$ cat src/rtl/lc3_mem_pkg.sv
// Shared constants for the LC-3 memory and memory-mapped I/O subsystem:
// device register addresses, I/O region prefix and status bit positions.
package lc3_mem_pkg;

  localparam logic [6:0]  IO_PREFIX = 7'h7F;
  localparam logic [15:0] KBSR_ADDR = 16'hFE00;
  localparam logic [15:0] KBDR_ADDR = 16'hFE02;
  localparam logic [15:0] DSR_ADDR  = 16'hFE04;
  localparam logic [15:0] DDR_ADDR  = 16'hFE06;

  localparam int KBSR_FULL_BIT = 15;
  localparam int DSR_READY_BIT = 15;
  localparam int DSR_OVF_BIT   = 0;

  function automatic logic is_io_addr(input logic [15:0] addr);
    return addr[15:9] == IO_PREFIX;
  endfunction

endpackage

$ cat src/rtl/lc3_tx_fifo.sv
// Byte FIFO for the display path. A push into a full FIFO is accepted only when
// a pop happens on the same edge; pointers wrap naturally at the power-of-two depth.
module lc3_tx_fifo #(
  parameter int DEPTH = 4,
  localparam int PW = $clog2(DEPTH),
  localparam int CW = PW + 1
) (
  input  logic          clk,
  input  logic          reset,
  input  logic          push,
  input  logic [7:0]    push_data,
  input  logic          pop,
  output logic          full,
  output logic          empty,
  output logic [7:0]    head,
  output logic [CW-1:0] count
);

  logic [7:0]    mem_r [DEPTH];
  logic [PW-1:0] wr_ptr_r;
  logic [PW-1:0] rd_ptr_r;
  logic [CW-1:0] count_r;
  logic          pop_s;
  logic          push_s;

  assign full   = (count_r == CW'(DEPTH));
  assign empty  = (count_r == {CW{1'b0}});
  assign head   = mem_r[rd_ptr_r];
  assign count  = count_r;
  assign pop_s  = pop && !empty;
  assign push_s = push && (!full || pop_s);

  // Storage, pointers and occupancy; storage cleared so head reads 8'h00 out of reset.
  always_ff @(posedge clk or negedge reset) begin
    if (!reset) begin
      for (int i = 0; i < DEPTH; i++) mem_r[i] <= 8'h00;
      wr_ptr_r <= {PW{1'b0}};
      rd_ptr_r <= {PW{1'b0}};
      count_r  <= {CW{1'b0}};
    end else begin
      if (push_s) begin
        mem_r[wr_ptr_r] <= push_data;
        wr_ptr_r        <= wr_ptr_r + PW'(1);
      end
      if (pop_s) begin
        rd_ptr_r <= rd_ptr_r + PW'(1);
      end
      case ({push_s, pop_s})
        2'b10:   count_r <= count_r + CW'(1);
        2'b01:   count_r <= count_r - CW'(1);
        default: count_r <= count_r;
      endcase
    end
  end

endmodule

$ cat src/rtl/lc3_mem_io.sv
// LC-3 RAM plus keyboard/display device registers with byte handshakes.
// Define LC3_MEM_IO_TX_FIFO_EN for a TX_DEPTH display FIFO; otherwise a single holding register.
module lc3_mem_io
  import lc3_mem_pkg::*;
#(
  parameter int ADDR_BITS = 8,
  parameter int TX_DEPTH  = 4
) (
  input  logic        clk,
  input  logic        reset,
  input  logic [15:0] mar,
  input  logic [15:0] mdr,
  input  logic        memwe,
  output logic [15:0] memOut,
  input  logic [7:0]  kb_data,
  input  logic        kb_valid,
  output logic        kb_ready,
  output logic [7:0]  disp_data,
  output logic        disp_valid,
  input  logic        disp_ready
);

  localparam int CNT_W = $clog2(TX_DEPTH) + 1;

  logic [15:0]          ram_r [2**ADDR_BITS];
  logic [ADDR_BITS-1:0] ram_idx_s;
  logic                 io_s;
  logic [15:0]          rd_data_s;
  logic [15:0]          prev_mar_r;
  logic                 kb_full_r;
  logic [7:0]           kb_byte_r;
  logic                 kb_cap_s;
  logic                 kb_ack_s;
  logic                 tx_ovf_r;
  logic                 ddr_wr_s;
  logic                 dsr_wr_s;
  logic                 tx_pop_s;
  logic                 tx_push_ok_s;
  logic                 tx_full_s;
  logic                 tx_empty_s;
  logic [7:0]           tx_head_s;
  logic [CNT_W-1:0]     tx_count_s;

  assign io_s         = is_io_addr(mar);
  assign ram_idx_s    = mar[ADDR_BITS-1:0];
  assign kb_cap_s     = kb_valid && !kb_full_r;
  assign kb_ack_s     = (mar == KBDR_ADDR) && (prev_mar_r != KBDR_ADDR);
  assign ddr_wr_s     = memwe && (mar == DDR_ADDR);
  assign dsr_wr_s     = memwe && (mar == DSR_ADDR);
  assign tx_pop_s     = disp_ready && !tx_empty_s;
  assign tx_push_ok_s = !tx_full_s || tx_pop_s;

  assign memOut     = rd_data_s;
  assign kb_ready   = !kb_full_r;
  assign disp_valid = (tx_count_s != {CNT_W{1'b0}});
  assign disp_data  = tx_head_s;

`ifdef LC3_MEM_IO_TX_FIFO_EN
  lc3_tx_fifo #(.DEPTH(TX_DEPTH)) u_tx_fifo (
    .clk       (clk),
    .reset     (reset),
    .push      (ddr_wr_s),
    .push_data (mdr[7:0]),
    .pop       (disp_ready),
    .full      (tx_full_s),
    .empty     (tx_empty_s),
    .head      (tx_head_s),
    .count     (tx_count_s)
  );
`else
  logic       hold_full_r;
  logic [7:0] hold_data_r;

  assign tx_full_s  = hold_full_r;
  assign tx_empty_s = !hold_full_r;
  assign tx_head_s  = hold_data_r;
  assign tx_count_s = {{(CNT_W-1){1'b0}}, hold_full_r};

  // Single-entry display holding register; refill on the same edge as a drain.
  always_ff @(posedge clk or negedge reset) begin
    if (!reset) begin
      hold_full_r <= 1'b0;
      hold_data_r <= 8'h00;
    end else if (ddr_wr_s && tx_push_ok_s) begin
      hold_full_r <= 1'b1;
      hold_data_r <= mdr[7:0];
    end else if (tx_pop_s) begin
      hold_full_r <= 1'b0;
    end else begin
      hold_full_r <= hold_full_r;
    end
  end
`endif

  // Word RAM; contents survive reset, I/O-region writes never reach it.
  always_ff @(posedge clk) begin
    if (memwe && !io_s) begin
      ram_r[ram_idx_s] <= mdr;
    end
  end

  // Keyboard capture/acknowledge, previous-mar edge detect and sticky overflow flag.
  always_ff @(posedge clk or negedge reset) begin
    if (!reset) begin
      prev_mar_r <= 16'h0000;
      kb_full_r  <= 1'b0;
      kb_byte_r  <= 8'h00;
      tx_ovf_r   <= 1'b0;
    end else begin
      prev_mar_r <= mar;
      if (kb_cap_s) begin
        kb_byte_r <= kb_data;
        kb_full_r <= 1'b1;
      end else if (kb_ack_s) begin
        kb_full_r <= 1'b0;
      end else begin
        kb_full_r <= kb_full_r;
      end
      if (ddr_wr_s && !tx_push_ok_s) begin
        tx_ovf_r <= 1'b1;
      end else if (dsr_wr_s && mdr[DSR_OVF_BIT]) begin
        tx_ovf_r <= 1'b0;
      end else begin
        tx_ovf_r <= tx_ovf_r;
      end
    end
  end

  // Read mux: device registers in the I/O page, RAM elsewhere.
  always_comb begin
    rd_data_s = 16'h0000;
    if (io_s) begin
      case (mar)
        KBSR_ADDR: rd_data_s[KBSR_FULL_BIT] = kb_full_r;
        KBDR_ADDR: rd_data_s = {8'h00, kb_byte_r};
        DSR_ADDR: begin
          rd_data_s[DSR_READY_BIT] = !tx_full_s;
          rd_data_s[DSR_OVF_BIT]   = tx_ovf_r;
        end
        default:   rd_data_s = 16'h0000;
      endcase
    end else begin
      rd_data_s = ram_r[ram_idx_s];
    end
  end

endmodule

$ cat config.mk
export PLATFORM = sky130hd
export DESIGN_NAME = lc3_mem_io
export DESIGN_NICKNAME = d
export VERILOG_FILES = /design/src/rtl/lc3_mem_pkg.sv /design/src/rtl/lc3_tx_fifo.sv /design/src/rtl/lc3_mem_io.sv
export SDC_FILE = /design/constraint.sdc
export NUM_CORES = 2
export LEC_CHECK = 0
export BUFFER_PORTS_ARGS = -buffer_cell sky130_fd_sc_hd__buf_2
export CORE_ASPECT_RATIO = 1.25
export CORE_UTILIZATION = 45
export DETAILED_ROUTE_END_ITERATION = 10
export SLEW_MARGIN = 10
export SYNTH_ARGS = -nofsm -noshare
export SYNTH_HDL_FRONTEND = slang
export SYNTH_HIERARCHICAL = 1
export SYNTH_SLANG_ARGS = --single-unit
export TNS_END_PERCENT = 20
$ cat constraint.sdc
create_clock -name clk -period 4.3 [get_ports clk]
set_input_delay 0.86 -clock clk [delete_from_list [all_inputs] [get_ports clk]]
set_output_delay 0.86 -clock clk [all_outputs]
set_load 0.03 [all_outputs]
[Word level (Yosys, flattened, before mapping)]
Memories as Yosys holds them, arrays and structs flattened.
Index checks and enable logic that the tools add are counted.
Cells by class
  equality and inequality tests: 6
  multiplexer cells: 12
  reduce and logical (&&, ||, !) cells: 17
Operator list (number)
  $eq A16 B16 Y1 const B: 4
  $mux W16: 1
  $ne A16 B16 Y1 const B: 1
  $logic_and A1 B1 Y1: 9
  $mux W1: 8
  $eq A7 B7 Y1 const B: 1
  $mux W7: 1
  $reduce_bool A2 Y1: 3
  $logic_not A1 Y1: 4
  $pmux W1 S2: 2
  $logic_or A1 B1 Y1: 1
Storage, ports and cells
  register bits after elaboration: 35
  memory bits (writable): 4096
  input bits: 45
  output and inout bits: 26
  word-level logic and storage cells: 42
  memories kept: 1
Memories
  ram_r: depth 256, width 16, read ports 1, clocked after Yosys merged registers in 0, wr ports 1, RTL line lc3_mem_io.sv:25  | logic [15:0] ram_r [2**ADDR_BITS];

[Logic depth before layout (Yosys ltp)]
  depth in word-level cells: 5
  depth in mapped cells: 13
  mapped depth without buffers: 7

[Worst setup path after synthesis]
OpenSTA, ideal clock, no wires.
  path kind: input-to-output
  from: input port mar[0]
  to: output port memOut[10]
  data arrival time: 3167 ps
  required time: 3440 ps
  setup slack: 273 ps
  stages on the path: 11
  buffers on the path: 4
  cell sequence: buf_6 > buf_6 > buf_4 > buf_2 > mux4_2 > mux2i_1 > nor2_1 > a21oi_1 > o211ai_1 > nor4_1 > a41oi_1
Between the ends
  cells in the longest elaborated chain, start to end: 2
RTL lines
  start, declared: RTL line lc3_mem_io.sv:11  | input logic [15:0] mar,
  $mem_v2 Z256 W16
  $mux W16: RTL line lc3_mem_io.sv:132  | if (io_s) begin
  end, declared: RTL line lc3_mem_io.sv:14  | output logic [15:0] memOut,
Every way passes these cells.

[Final worst setup path]
  from: input port mar[5]
  to: output port memOut[4]
Between the ends
  cells in the longest elaborated chain, start to end: 3
  elaborated cells between the ends (all ways): 4
  classes of those cells: 1 x eq/ne; 2 x mux; 1 x memory
RTL lines (RTL line)
  parallel branches: the longest is 2 deep, another holds $mem_v2 Z256 W16
  $mux W16 *: lc3_mem_io.sv:132
Every way passes the cells marked *.

==> flow_metrics.env <==
export IMPL_drv_slew=0
export IMPL_grt_first_pass_wirelength_um=661000
export IMPL_ir_drop_mv=0.394
export IMPL_ios=71
export IMPL_nets=8613
export IMPL_grtUsageTotal_pct=26.8
export IMPL_path_clk_slew_ns=0.06
export IMPL_cts_max_path_buffers=4
export IMPL_hold_violations=0
export IMPL_cts_tree="done"
export IMPL_grt_pass1_vias=83400
export IMPL_worst_pin_slew_ns=1.32
export IMPL_synth_commonest_cells="4096 x edfxtp_1, 960 x mux4_2, 353 x mux2i_1, 291 x nor2_1, 170 x a22oi_1"
export IMPL_netlist_instances=7148
export IMPL_final_area_um2=192000
export IMPL_first_pass_iters=6
export IMPL_ys_seq_elements=4131
export IMPL_min_period_ns=4.76
export IMPL_critical_path_arrival_ns=3.90
export IMPL_synth_cell_type_count=68
export IMPL_synthMostInstantiatedCell="edfxtp_1"
export IMPL_crit_buf_inv=5
export IMPL_synthArstFlopShare_pct=0.847
export IMPL_yosysSeqAreaShare_pct=78.0
export IMPL_endpoint="memOut[4]"
export IMPL_synth_edf_count=4096
export IMPL_cts_sinks=4131
export IMPL_crit_chain="buf_4 -> buf_4 -> buf_4 -> and3b_2 -> and3_1 -> a221oi_1 -> o21ai_1 -> a21oi_2 -> nand3_1 -> a32o_1 -> buf_4 -> buf_4"
export IMPL_core_area_um2=351000
export IMPL_p_int_uw=66700
export IMPL_r2r_start="prev_mar_r[8]"
export IMPL_drive_gt1_share_pct=37.5
export IMPL_setup_slack_ns=-0.462
export IMPL_dr_total_vias=82500
export IMPL_post_route_drc_count=0
export IMPL_vias_per_cell=6.09
export IMPL_slowest_stage="a221oi_1"
export IMPL_path_class="primary input to output pin"
export IMPL_seqPwrFrac_pct=52.2
export IMPL_slew_headroom_pct=12.0
export IMPL_rsz0062_at_grt="yes"
export IMPL_violations="setup timing"
export IMPL_fin_skew_ns=0.0333
export IMPL_crit_path_max_fanout=9
export IMPL_antenna_left=0
export IMPL_dp_hpwl_um=311000
export IMPL_clkPwrFrac_pct=41.2
export IMPL_cts_htree_levels=5
export IMPL_max_freq_mhz=210
export IMPL_crit_required_ns=3.44
export IMPL_hold_path_class="primary input to register"
export IMPL_clock_latency_ns=0.94
export IMPL_avgSynthCellArea_um2=22.2
export IMPL_leakage_uw=0.0626
export IMPL_synth_ff_type="edfxtp_1"
export IMPL_antenna_found_initial=18
export IMPL_reg2reg_depth=4
export IMPL_routed_wl_um=480000
export IMPL_syn_to_final_growth_pct=20.6
export IMPL_synth_top_area_cell="edfxtp_1"
export IMPL_timing_rr_end="kb_full_r"
export IMPL_swShare_pct=21.6
export IMPL_combPwrFrac_pct=6.7
export IMPL_end_kind="output pin"
export IMPL_critical_path_top_delay_family="compound AO/OA/AOI/OAI gates"
export IMPL_cts_buffers=391
export IMPL_drt_initial_drc_count=9949
export IMPL_rows=243
export IMPL_power_density_nw_per_um2=444
export IMPL_port_buffers=70
export IMPL_die_area_um2=355000
export IMPL_grt_max_degree=144
export IMPL_gp_congestion=0.965
export IMPL_synth_top_cell_area_share_pct=77.4
export IMPL_cp_num_cells=12
export IMPL_wl_per_cell_um=35.4
export IMPL_die_w_um=533
export IMPL_nFillCells=26400
export IMPL_cts_root_buf="clkbuf_16"
export IMPL_setup_viol=16
export IMPL_maxCapViolCount=0
export IMPL_grt_overflow=0
export IMPL_dpl_instance_area_um2=176000
export IMPL_syn_num_nets=7193
export IMPL_max_stage_delay_ns=0.49
export IMPL_synth_area_top_cells="edfxtp_1 77%, mux4_2 14%, mux2i_1 2.2%"
export IMPL_cp_common_cell="buf_4"
export IMPL_yosys_warnings=6
export IMPL_cp_start_kind="primary input"
export IMPL_power_total_uw=85100
export IMPL_synth_area_um2=159000
export IMPL_status="finished, violations left"
export IMPL_p_switching_uw=18400
export IMPL_die_height_um=666
export IMPL_cp_startpoint="mar[5]"
export IMPL_finalCritPeriodShare_pct=111
export IMPL_r2r_slack_ns=2.13
export IMPL_initial_core_util_pct=45.3
==> sequential cells by signal (all words and copies together), names as in the netlist <==
name	count
ram_r	4096
prev_mar_r	16
disp_data	8
kb_byte_r	8
disp_valid	1
kb_full_r	1
tx_ovf_r	1
==> through the flow <==
step / cells / setup WS [ns] / hold WS, ns / util [%] / TNS (ns)
2_1_floorplan: 7148 / 0.273 / 0.448 / - / 0
3_3_place_gp: 12700 / -1.26 / 0.474 / 50.1 / -14.39
3_5_place_dp: 12700 / -1.22 / 0.493 / 50.1 / -14.10
4_1_cts: 13500 / -0.483 / 0.00654 / 54.4 / -6.91
5_1_grt: 13500 / -0.451 / 0.0421 / 54.6 / -6.27
6_report: 13500 / -0.462 / 0.0685 / 54.6 / -6.26
==> cells in the final DEF (no fill, tap or decap), drive strengths merged, types with 81 or more instances in the layout <==
cell type,count
edfxtp,4096
buf,1428
mux4,960
clkbuf,477
mux2i,353
nor2,291
a22oi,170
clkinv,152
nand2,139
a21oi,101
nand3,81
==> power groups by stage <==
stage	Sequential, uW	Combinational (uW)	Clock, uW
floorplan	45200	2150	0
global placement	45200	5160	0
detailed placement	45200	5220	0
CTS	44400	5560	35400
global route	44400	5810	36900
finish	44400	5670	35000
==> logic make-up (layout without fill, tap and decap cells) <==
logic type | after synthesis | count (layout) | synth area share (%)
DFF | 4131 | 4131 | 78.0
AOI/OAI and AO/OA | 537 | 537 | 2.34
buffers and inverters | 421 | 2150 | 1.47
muxes | 1371 | 1371 | 16.2
and+or+nand+nor | 688 | 688 | 1.98
other | 0 | 12 | 0
==> final cells by class <==
cell class                      instances  area, um^2  share of cell area [%]
Sequential cell                      4131      124000                    64.7
Multi-Input combinational cell       2596       34100                    17.8
Timing Repair Buffer                 1442       14800                    7.74
Clock buffer                          472       10300                    5.37
Tap cell                             4655        5820                    3.04
Clock inverter                        230        2550                    1.33
Antenna cell                           12        30.0                  0.0157
Inverter                                6        26.3                  0.0137
==> worst min-delay path by stage <==
stage / startpoint / endpoint / slack, ns / depth (start not counted)
after CTS: mar[14] / prev_mar_r[14] / 0.007 / 1
after floorplan: tx_ovf_r / tx_ovf_r / 0.45 / 2
final: mar[14] / prev_mar_r[14] / 0.07 / 1
after global placement: tx_ovf_r / tx_ovf_r / 0.47 / 2
after global routing: mar[14] / prev_mar_r[14] / 0.04 / 1
after detailed placement: tx_ovf_r / tx_ovf_r / 0.49 / 2
==> layer usage <==
metal  GRT usage [%]  vias up  wire length (um)
met1            33.4    44200            173000
met2            44.9     4193            239000
met5               0        -                46
met4            13.4        8             27800
li1                -    33200                 -
met3            5.31      912             40800
==> what timing repair did <==
item	4_1_cts	5_1_grt
resized for setup	258	119
endpoints found under the setup margin	16	16
endpoints found under the hold margin	21	0
cloned	15	1
hold buffers	4	0
pin swaps	51	39
buffers inserted	67	27
Note: power is estimated with default switching activity, not from simulation.
